==> config.mk <==
export PLATFORM = sky130hd
export DESIGN_NAME = dsm_decimator
export DESIGN_NICKNAME = d
export VERILOG_FILES = /design/src/rtl/dsm_pkg.sv /design/src/rtl/dsm_window_counter.sv /design/src/rtl/dsm_decimator.sv
export SDC_FILE = /design/constraint.sdc
export NUM_CORES = 1
export LEC_CHECK = 0
export BUFFER_PORTS_ARGS = -buffer_cell sky130_fd_sc_hd__buf_2
export CORE_MARGIN = 3
export CORE_UTILIZATION = 42
export DETAILED_ROUTE_END_ITERATION = 8
export HOLD_SLACK_MARGIN = 0.15
export PLACE_DENSITY = 0.68
export SLEW_MARGIN = 20
export SYNTH_ARGS = -nofsm -noshare
export SYNTH_HDL_FRONTEND = slang
export SYNTH_SLANG_ARGS = --single-unit
==> constraint.sdc <==
create_clock -name i_clk -period 2 [get_ports i_clk]
set_input_delay 0.4 -clock i_clk [delete_from_list [all_inputs] [get_ports i_clk]]
set_output_delay 0.4 -clock i_clk [all_outputs]
set_load 0.005 [all_outputs]
==> src/rtl/dsm_pkg.sv <==
// rtl/dsm_pkg.sv - shared constants and state type for the DSM receive path
package dsm_pkg;

  localparam int DSM_DATA_W   = 7;
  localparam int DSM_OSR_LOG2 = 7;

  typedef enum logic {
    IDLE = 1'b0,
    RUN  = 1'b1
  } dsm_dec_state_t;

endpackage

==> src/rtl/dsm_window_counter.sv <==
// rtl/dsm_window_counter.sv - ones/sample counters and window-complete strobe
module dsm_window_counter
  import dsm_pkg::*;
#(
  parameter int OSR_LOG2 = DSM_OSR_LOG2
) (
  input  logic              i_clk,
  input  logic              i_reset,
  input  logic              i_clear,
  input  logic              i_accept,
  input  logic              i_bit,
  output logic [OSR_LOG2:0] o_ones_total,
  output logic              o_done
);

  localparam logic [OSR_LOG2-1:0] SAMP_LAST = '1;
  localparam logic [OSR_LOG2-1:0] SAMP_ONE  = 1;

  logic [OSR_LOG2:0]   r_ones_cnt;
  logic [OSR_LOG2-1:0] r_samp_cnt;
  logic [OSR_LOG2:0]   w_bit_ext;

  assign w_bit_ext    = (OSR_LOG2+1)'(i_bit);
  // Total includes the current sample so the completing cycle sees the full count.
  assign o_ones_total = r_ones_cnt + w_bit_ext;
  assign o_done       = i_accept && (r_samp_cnt == SAMP_LAST);

  always_ff @(posedge i_clk or negedge i_reset) begin
    if (!i_reset) begin
      r_ones_cnt <= '0;
      r_samp_cnt <= '0;
    end else if (i_clear || o_done) begin
      r_ones_cnt <= '0;
      r_samp_cnt <= '0;
    end else if (i_accept) begin
      r_ones_cnt <= o_ones_total;
      r_samp_cnt <= r_samp_cnt + SAMP_ONE;
    end
  end

endmodule

==> src/rtl/dsm_decimator.sv <==
// rtl/dsm_decimator.sv - boxcar decimator/demodulator for the DSM carry bitstream
module dsm_decimator
  import dsm_pkg::*;
#(
  parameter int DATA_W   = DSM_DATA_W,
  parameter int OSR_LOG2 = DSM_OSR_LOG2
) (
  input  logic              i_clk,
  input  logic              i_reset,
  input  logic              i_en,
  input  logic              i_bit_in,
  input  logic              i_bit_valid,
  output logic [DATA_W-1:0] o_out_data,
  output logic              o_out_valid,
  input  logic              i_out_ready,
  output logic              o_overrun
);

  localparam int SHIFT = DATA_W - OSR_LOG2;

  dsm_dec_state_t r_state;
  dsm_dec_state_t w_next_state;

  logic              w_accept;
  logic              w_clear;
  logic              w_done;
  logic [OSR_LOG2:0] w_ones_total;
  logic [DATA_W:0]   w_ext;
  logic [DATA_W:0]   w_scaled;
  logic [DATA_W-1:0] w_result;
  logic              w_load;

  logic [DATA_W-1:0] r_out_data;
  logic              r_out_valid;
  logic              r_overrun;

  always_ff @(posedge i_clk or negedge i_reset) begin
    if (!i_reset) begin
      r_state <= IDLE;
    end else begin
      r_state <= w_next_state;
    end
  end

  always_comb begin
    w_next_state = r_state;
    w_accept     = 1'b0;
    w_clear      = 1'b1;
    case (r_state)
      IDLE: begin
        if (i_en) begin
          w_next_state = RUN;
        end
      end
      RUN: begin
        // Dropping en aborts immediately: the sample in this cycle is not taken.
        if (!i_en) begin
          w_next_state = IDLE;
        end else begin
          w_clear  = 1'b0;
          w_accept = i_bit_valid;
        end
      end
      default: w_next_state = IDLE;
    endcase
  end

  dsm_window_counter #(
    .OSR_LOG2(OSR_LOG2)
  ) u_window_counter (
    .i_clk        (i_clk),
    .i_reset      (i_reset),
    .i_clear      (w_clear),
    .i_accept     (w_accept),
    .i_bit        (i_bit_in),
    .o_ones_total (w_ones_total),
    .o_done       (w_done)
  );

  // A full window of ones scales to exactly 2^DATA_W, the only overflow case.
  assign w_ext    = (DATA_W+1)'(w_ones_total);
  assign w_scaled = w_ext << SHIFT;
  assign w_result = w_scaled[DATA_W] ? '1 : w_scaled[DATA_W-1:0];
  assign w_load   = w_done && (!r_out_valid || i_out_ready);

  always_ff @(posedge i_clk or negedge i_reset) begin
    if (!i_reset) begin
      r_out_data  <= '0;
      r_out_valid <= 1'b0;
    end else if (w_load) begin
      r_out_data  <= w_result;
      r_out_valid <= 1'b1;
    end else if (r_out_valid && i_out_ready) begin
      r_out_valid <= 1'b0;
    end
  end

  always_ff @(posedge i_clk or negedge i_reset) begin
    if (!i_reset) begin
      r_overrun <= 1'b0;
    end else if ((r_state == IDLE) && !i_en) begin
      r_overrun <= 1'b0;
    end else if (w_done && r_out_valid && !i_out_ready) begin
      r_overrun <= 1'b1;
    end
  end

  assign o_out_data  = r_out_data;
  assign o_out_valid = r_out_valid;
  assign o_overrun   = r_overrun;

endmodule
==> impl_metrics.yaml, run 1 <==
yosys:
  synthTopCellsByArea: "dfrtp_1 51%, a31oi_1 6.1%, xor2_1 5.0%"
  netlist_area_sq_um: 1234
  yosysTopAreaCell: "dfrtp_1"
  synth_adder_area_share_pct: 3.043
  synth.avg_cell_area_sq_um: 10.82
  ys_warn_count: 0
  syn_nets: 123
  synth_top_area_share_pct: 50.71
  ys_seq_area_share_pct: 50.71
  syn_inst: 114
  synth_simple_gate_area_share_pct: 17.14
  synth_mux_area_share_pct: 0.9128
  synth_compound_area_share_pct: 16.02
  ys_ff_latch: 25
  synth_top_family_by_area: "simple AND/OR/NAND/NOR gates"
  synth_xor_xnor_area_share_pct: 8.418
  yosysUniqueCellTypes: 34
floorplan:
  row_count: 19
  coreArea_sq_um: 2781
  die_w_um: 60.20
  pin_count: 15
  die_area_sq_um: 3623
  start_util_pct: 44.35
  die_y_um: 60.20
global_routing:
  grt_pass1_vias: 901
  antenna_found_initial: 0
  grtUsageTotal_pct: 15.09
  grt-ovfl-total: 0
  grt_max_degree: 26
  grt_pass1_wl_mm: 4.077
cells_and_area:
  ff_latch_area_sq_um: 625.6
  postLayoutCoreUtil_pct: 49.44
  instances_no_fill: 163
  n_antenna_cell: 0
  fillers: 270
  num-nets-final: 142
  layout-drive-gt1-share_pct: 20.45
  area_delta_synth_final_pct: 11.46
  final_cell_mix: "25 x dfrtp_1, 14 x buf_2, 12 x nor2_1, 12 x a31oi_1"
  final_common_cell: "dfrtp_1"
  multiInputGateArea_sq_um: 561.8
routing:
  routed_wl_mm: 2.389
  viasPerCell: 5.730
  drc: 0
  detail-route-antenna-nets: 0
  dr.first_iter.drc_count: 40
  post_drt_wl_per_cell_um: 14.66
  via_count: 934
  dr.pass1.iters: 4
worst_setup_path:
  critical_path_class: "flip-flop to flip-flop"
  cp-start-kind: "flip-flop"
  endpoint_kind: "flip-flop"
  worst-path-max-fanout: 14
  crit_arrival_ps: 1980
  required_ps: 2240
timing:
  tightestPinTransition_ps: 561.9
  drv_slew: 0
  fin_worst_skew_ps: 16.22
  min_period_ps: 1744
  fmax_ghz: 0.5733
  period_share_pct: 87.22
  slew_headroom_pct: 62.54
  rsz0062_at_grt: "no"
  tns_ps: 0
  hold_viol_final: 0
  final-setup-viol-count: 0
placed_design:
  port_buffers: 14
  place.gp.congestion: 0.7873
  hpwl_mm: 1.668
  dp_cells: 158
power_and_ir_drop:
  ir_worst_vdd_uv: 315.5
  p_sw_w: 0.0001848
  p_leak_nw: 0.6519
  p_clk_share_pct: 29.0
  internal-power_w: 0.0005964
  power_density_nw_per_um2: 568.1
  switching_share_pct: 23.66
  p_comb_share_pct: 5.4
  seq_power_share_pct: 65.6
clocking:
  numCtsBuffers: 3
  htree_levels: 1
  tritoncts: "yes"
  cts.sink_count: 25
  cts_resized: 0
  clock-root-buffer: "clkbuf_4"
  clock_latency_ps: 320
  clkTransAtPathRegs_ps: 150
  cts.path.max_buffers: 2
outcome:
  status: "completed"
flow_run:
  cap_violations: 0
min_path:
  worstHoldPathType: "input pin to flip-flop"
==> cells by family after synthesis <==
| kind of cell | after synthesis |
|---|---|
| simple gates | 38 |
| compound gates | 27 |
| flops | 25 |
| xor+xnor | 11 |
| buf+inv | 9 |
| fa+ha+maj | 3 |
| mux | 1 |
==> Yosys cell counts, drive strengths merged <==
library cell and number:
a211oi 1, a21o 1, a21oi 2, a22o 4, a31oi 12, a41o 1
a41oi 2, and3 2, and4 2, buf 3, clkbuf 1, dfrtp 25
ha 3, inv 5, mux2 1, nand2 8, nand2b 2, nand3 4
nand3b 1, nand4 5, nor2 12, nor2b 1, nor4b 1, o21ai 1
o21bai 1, o221ai 1, o32ai 1, xnor2 4, xor2 7
==> flip-flops by register name, summed over array words and instances (netlist names) <==
register                     cells
o_out_data                       7
o_out_valid                      1
o_overrun                        1
r_state                          1
u_window_counter.r_ones_cnt      8
u_window_counter.r_samp_cnt      7
==> metrics by stage <==
stage	cell area, sq um	hold WS, ps	total power, W	setup slack [ps]
6_report	1375	238.4	0.0007812	255.6
5_1_grt	1375	222.1	0.0008184	116.8
4_1_cts	1375	232.8	0.0007927	275.9
3_5_place_dp	1338	429.3	0.0005630	222.0
3_3_place_gp	1338	420.4	0.0005622	287.2
2_1_floorplan	1234	104.4	0.0005391	375.9
==> power groups by stage <==
stage	logic (W)	clock network [W]	registers (W)
3_3_place_gp	0.0000408	0	0.000521
4_1_cts	0.0000431	0.000237	0.000512
3_5_place_dp	0.0000413	0	0.000522
6_report	0.0000421	0.000227	0.000512
5_1_grt	0.0000486	0.000257	0.000513
2_1_floorplan	0.0000181	0	0.000521
==> per-layer routing <==
layer / vias to the layer above / GRT usage [%] / share of wire, %
met4: 0 / 6.646 / 0.71
li1: 454 / - / -
met1: 465 / 20.97 / 50
met5: - / 0 / 0
met2: 13 / 23.30 / 47
met3: 2 / 1.944 / 2.8
==> cell type report <==
| type | instances | share of cell area [%] |
|---|---|---|
| flip-flops and latches | 25 | 45.50 |
| multi-input cells | 80 | 40.86 |
| repair buffers | 18 | 7.461 |
| well taps | 31 | 2.821 |
| clock buffers | 3 | 1.638 |
| inverters | 5 | 1.365 |
| clock inverters | 1 | 0.3640 |
==> worst max-delay path, cell delays in order (launching register included) <==
cell and delay, ps:
dfrtp_1 450, ha_1 270, and4_4 220, a211oi_2 200
buf_4 220, a41oi_1 130, a31oi_1 160
==> repair_timing <==
| action | in CTS | in global routing |
|---|---|---|
| hold buffers | 1 | 0 |
| hold endpoints to repair | 25 | 0 |
| buffers inserted | 0 | 0 |
==> path summary, 6_finish.rpt <==
path | start | endpoint | slack [ps] | cells past startpoint
setup reg to reg | u_window_counter.r_samp_cnt[0] | u_window_counter.r_ones_cnt[3] | 260 | 6
hold reg to reg | o_out_data[5] | o_out_data[5] | 540 | 2
min in group asynchronous | i_reset | u_window_counter.r_ones_cnt[7] | 580 | 2
hold / removal | i_en | r_state | 240 | 1
setup / recovery | u_window_counter.r_samp_cnt[0] | u_window_counter.r_ones_cnt[3] | 260 | 6
max in group asynchronous | i_reset | u_window_counter.r_ones_cnt[4] | 1030 | 2
(Power assumes the default switching activity.)
==> run 2, diff against run 1 <==
--- a/config.mk
+++ b/config.mk
@@ -6,8 +6,10 @@
 export NUM_CORES = 1
 export LEC_CHECK = 0
 export BUFFER_PORTS_ARGS = -buffer_cell sky130_fd_sc_hd__buf_2
-export CORE_MARGIN = 3
+export CORE_ASPECT_RATIO = 0.5
+export CORE_MARGIN = 2
 export CORE_UTILIZATION = 42
+export CTS_CLUSTER_DIAMETER = 200
 export DETAILED_ROUTE_END_ITERATION = 8
 export HOLD_SLACK_MARGIN = 0.15
 export PLACE_DENSITY = 0.68
==> impl_metrics.yaml, run 2 (same netlist as run 1, synthesis figures left out) <==
floorplan:
  die_y_um: 42.33
  row_count: 13
  die_w_um: 80.65
  die_area_sq_um: 3413
  coreArea_sq_um: 2684
  start_util_pct: 45.97
  pin_count: 15
worst_setup_path:
  worstPathCellList: "ha_1 > and4_4 > a211oi_2 > buf_4 > a41oi_1 > a31oi_1"
  slowest_delay_ps: 440
  cp-start-kind: "flip-flop"
  endpoint_kind: "flip-flop"
  reg2reg_depth: 6
  required_ps: 2210
  critPathLaunch: "u_window_counter.r_samp_cnt[1]"
  worst_r2r_endpoint: "u_window_counter.r_ones_cnt[6]"
  endpoint: "u_window_counter.r_ones_cnt[6]"
  crit_arrival_ps: 1890
  critical_path_class: "flip-flop to flip-flop"
  worst-path-max-fanout: 14
  ff2ff_setup_slack_ps: 320
  slowest_stage: "dfrtp_1"
  timing.rr.start: "u_window_counter.r_samp_cnt[1]"
clocking:
  tritoncts: "yes"
  clkTransAtPathRegs_ps: 100
  htree_levels: 1
  numCtsBuffers: 3
  clock-root-buffer: "clkbuf_8"
  cts.path.max_buffers: 2
  cts_resized: 0
  cts.sink_count: 25
  postCtsSetupRepairBufs: 0
  clock_latency_ps: 280
power_and_ir_drop:
  internal-power_w: 0.0006628
  switching_share_pct: 24.17
  p_leak_nw: 0.6504
  seq_power_share_pct: 58.5
  power_density_nw_per_um2: 626.0
  p_comb_share_pct: 4.9
  p_clk_share_pct: 36.6
  p_sw_w: 0.0002113
  ir_worst_vdd_uv: 270.3
routing:
  drc: 0
  via_count: 904
  dr.pass1.iters: 4
  routed_wl_mm: 2.414
  detail-route-antenna-nets: 0
  dr.first_iter.drc_count: 38
  viasPerCell: 5.381
  post_drt_wl_per_cell_um: 14.37
outcome:
  status: "completed"
timing:
  rsz0062_at_grt: "no"
  fmax_ghz: 0.5946
  tns_ps: 0
  period_share_pct: 84.09
  min_period_ps: 1682
  finalWorstSetupSlack_ps: 318.1
  final-setup-viol-count: 0
  fin_worst_skew_ps: 9.181
  drv_slew: 0
  timing.hold.ws_ps: 304.3
  hold_viol_final: 0
  tightestPinTransition_ps: 551.7
  slew_headroom_pct: 63.22
placed_design:
  hpwl_mm: 1.665
  dp_slack_ps: 224.7
  port_buffers: 14
  place.gp.congestion: 0.7342
cells_and_area:
  layout-drive-gt1-share_pct: 19.85
  regMostFlops: "u_window_counter.r_ones_cnt"
  n_antenna_cell: 0
  num-nets-final: 141
  final_cell_mix: "25 x dfrtp_1, 14 x buf_2, 12 x nor2_1, 12 x a31oi_1"
  area_delta_synth_final_pct: 13.18
  final_common_cell: "dfrtp_1"
  largest_reg_flops: 8
min_path:
  worstHoldPathType: "input pin to flip-flop"
global_routing:
  grt_pass1_vias: 917
  antenna_found_initial: 0
  grt_pass1_wl_mm: 4.126
  grt_max_degree: 26
  grtUsageTotal_pct: 16.00
  grt-ovfl-total: 0
flow_run:
  cap_violations: 0
run 2: cell count changes in the layout (fill, tap and decap cells not counted):
cell	delta
clkinvlp_4	+1
buf_4	-1
clkinv_2	-1
clkbuf_4	-3
clkbuf_8	+3
run 2: per-stage QoR:
step                      cells  cell area, sq um  power (W)  util, %
after global routing        168              1396  0.0009104    52.03
after detailed placement    163              1338  0.0005635    49.84
after CTS                   168              1396  0.0008853    52.03
final                       168              1396  0.0008741    52.03
after global placement      163              1338  0.0005626    49.84
after floorplan             114              1234  0.0005391        -
run 2: worst max-delay path, delay by kind of cell, from the launching register on:
kind / cells / cell delay, ps
compound gates: 3 / 490
fa+ha+maj: 1 / 250
buf+inv: 1 / 220
flops: 1 / 440
simple gates: 1 / 220
run 2: final cells by class:
| cell class | instances | area [sq um] |
|---|---|---|
| Clock buffer | 3 | 41.29 |
| Clock inverter | 1 | 7.507 |
| Fill cell | 262 | 1287 |
| Inverter | 5 | 18.77 |
| Multi-Input combinational cell | 80 | 561.8 |
| Sequential cell | 25 | 625.6 |
| Tap cell | 37 | 46.29 |
| Timing Repair Buffer | 17 | 95.09 |
run 2: worst min-delay path by stage:
stage	startpoint	endpoint	slack [ps]	cells past startpoint
2_1_floorplan	i_reset	o_out_data[0]	100	0
3_3_place_gp	i_reset	o_overrun	420	1
3_5_place_dp	i_reset	r_state	430	1
4_1_cts	i_en	r_state	300	1
5_1_grt	i_en	r_state	300	1
6_report	i_en	r_state	300	1
run 2: routing by layer:
| layer | GRT usage, % | vias up | wire length (um) |
|---|---|---|---|
| met5 | 0 | - | 0 |
| met4 | 5.085 | 0 | 29 |
| met3 | 4.310 | 5 | 107 |
| met2 | 26.33 | 18 | 1095 |
| met1 | 20.69 | 429 | 1182 |
| li1 | - | 452 | - |
run 2: what timing repair did:
item	CTS	global route
hold endpoints to repair	25	0
hold buffers	1	0
endpoints found under the setup margin	0	0
run 2: power groups by stage:
| stage | Combinational (W) | Sequential [W] | Clock, W |
|---|---|---|---|
| after floorplan | 0.0000181 | 0.000521 | 0 |
| after global placement | 0.0000412 | 0.000521 | 0 |
| after detailed placement | 0.0000420 | 0.000522 | 0 |
| after CTS | 0.0000437 | 0.000512 | 0.000330 |
| after global routing | 0.0000488 | 0.000512 | 0.000349 |
| final | 0.0000424 | 0.000512 | 0.000320 |
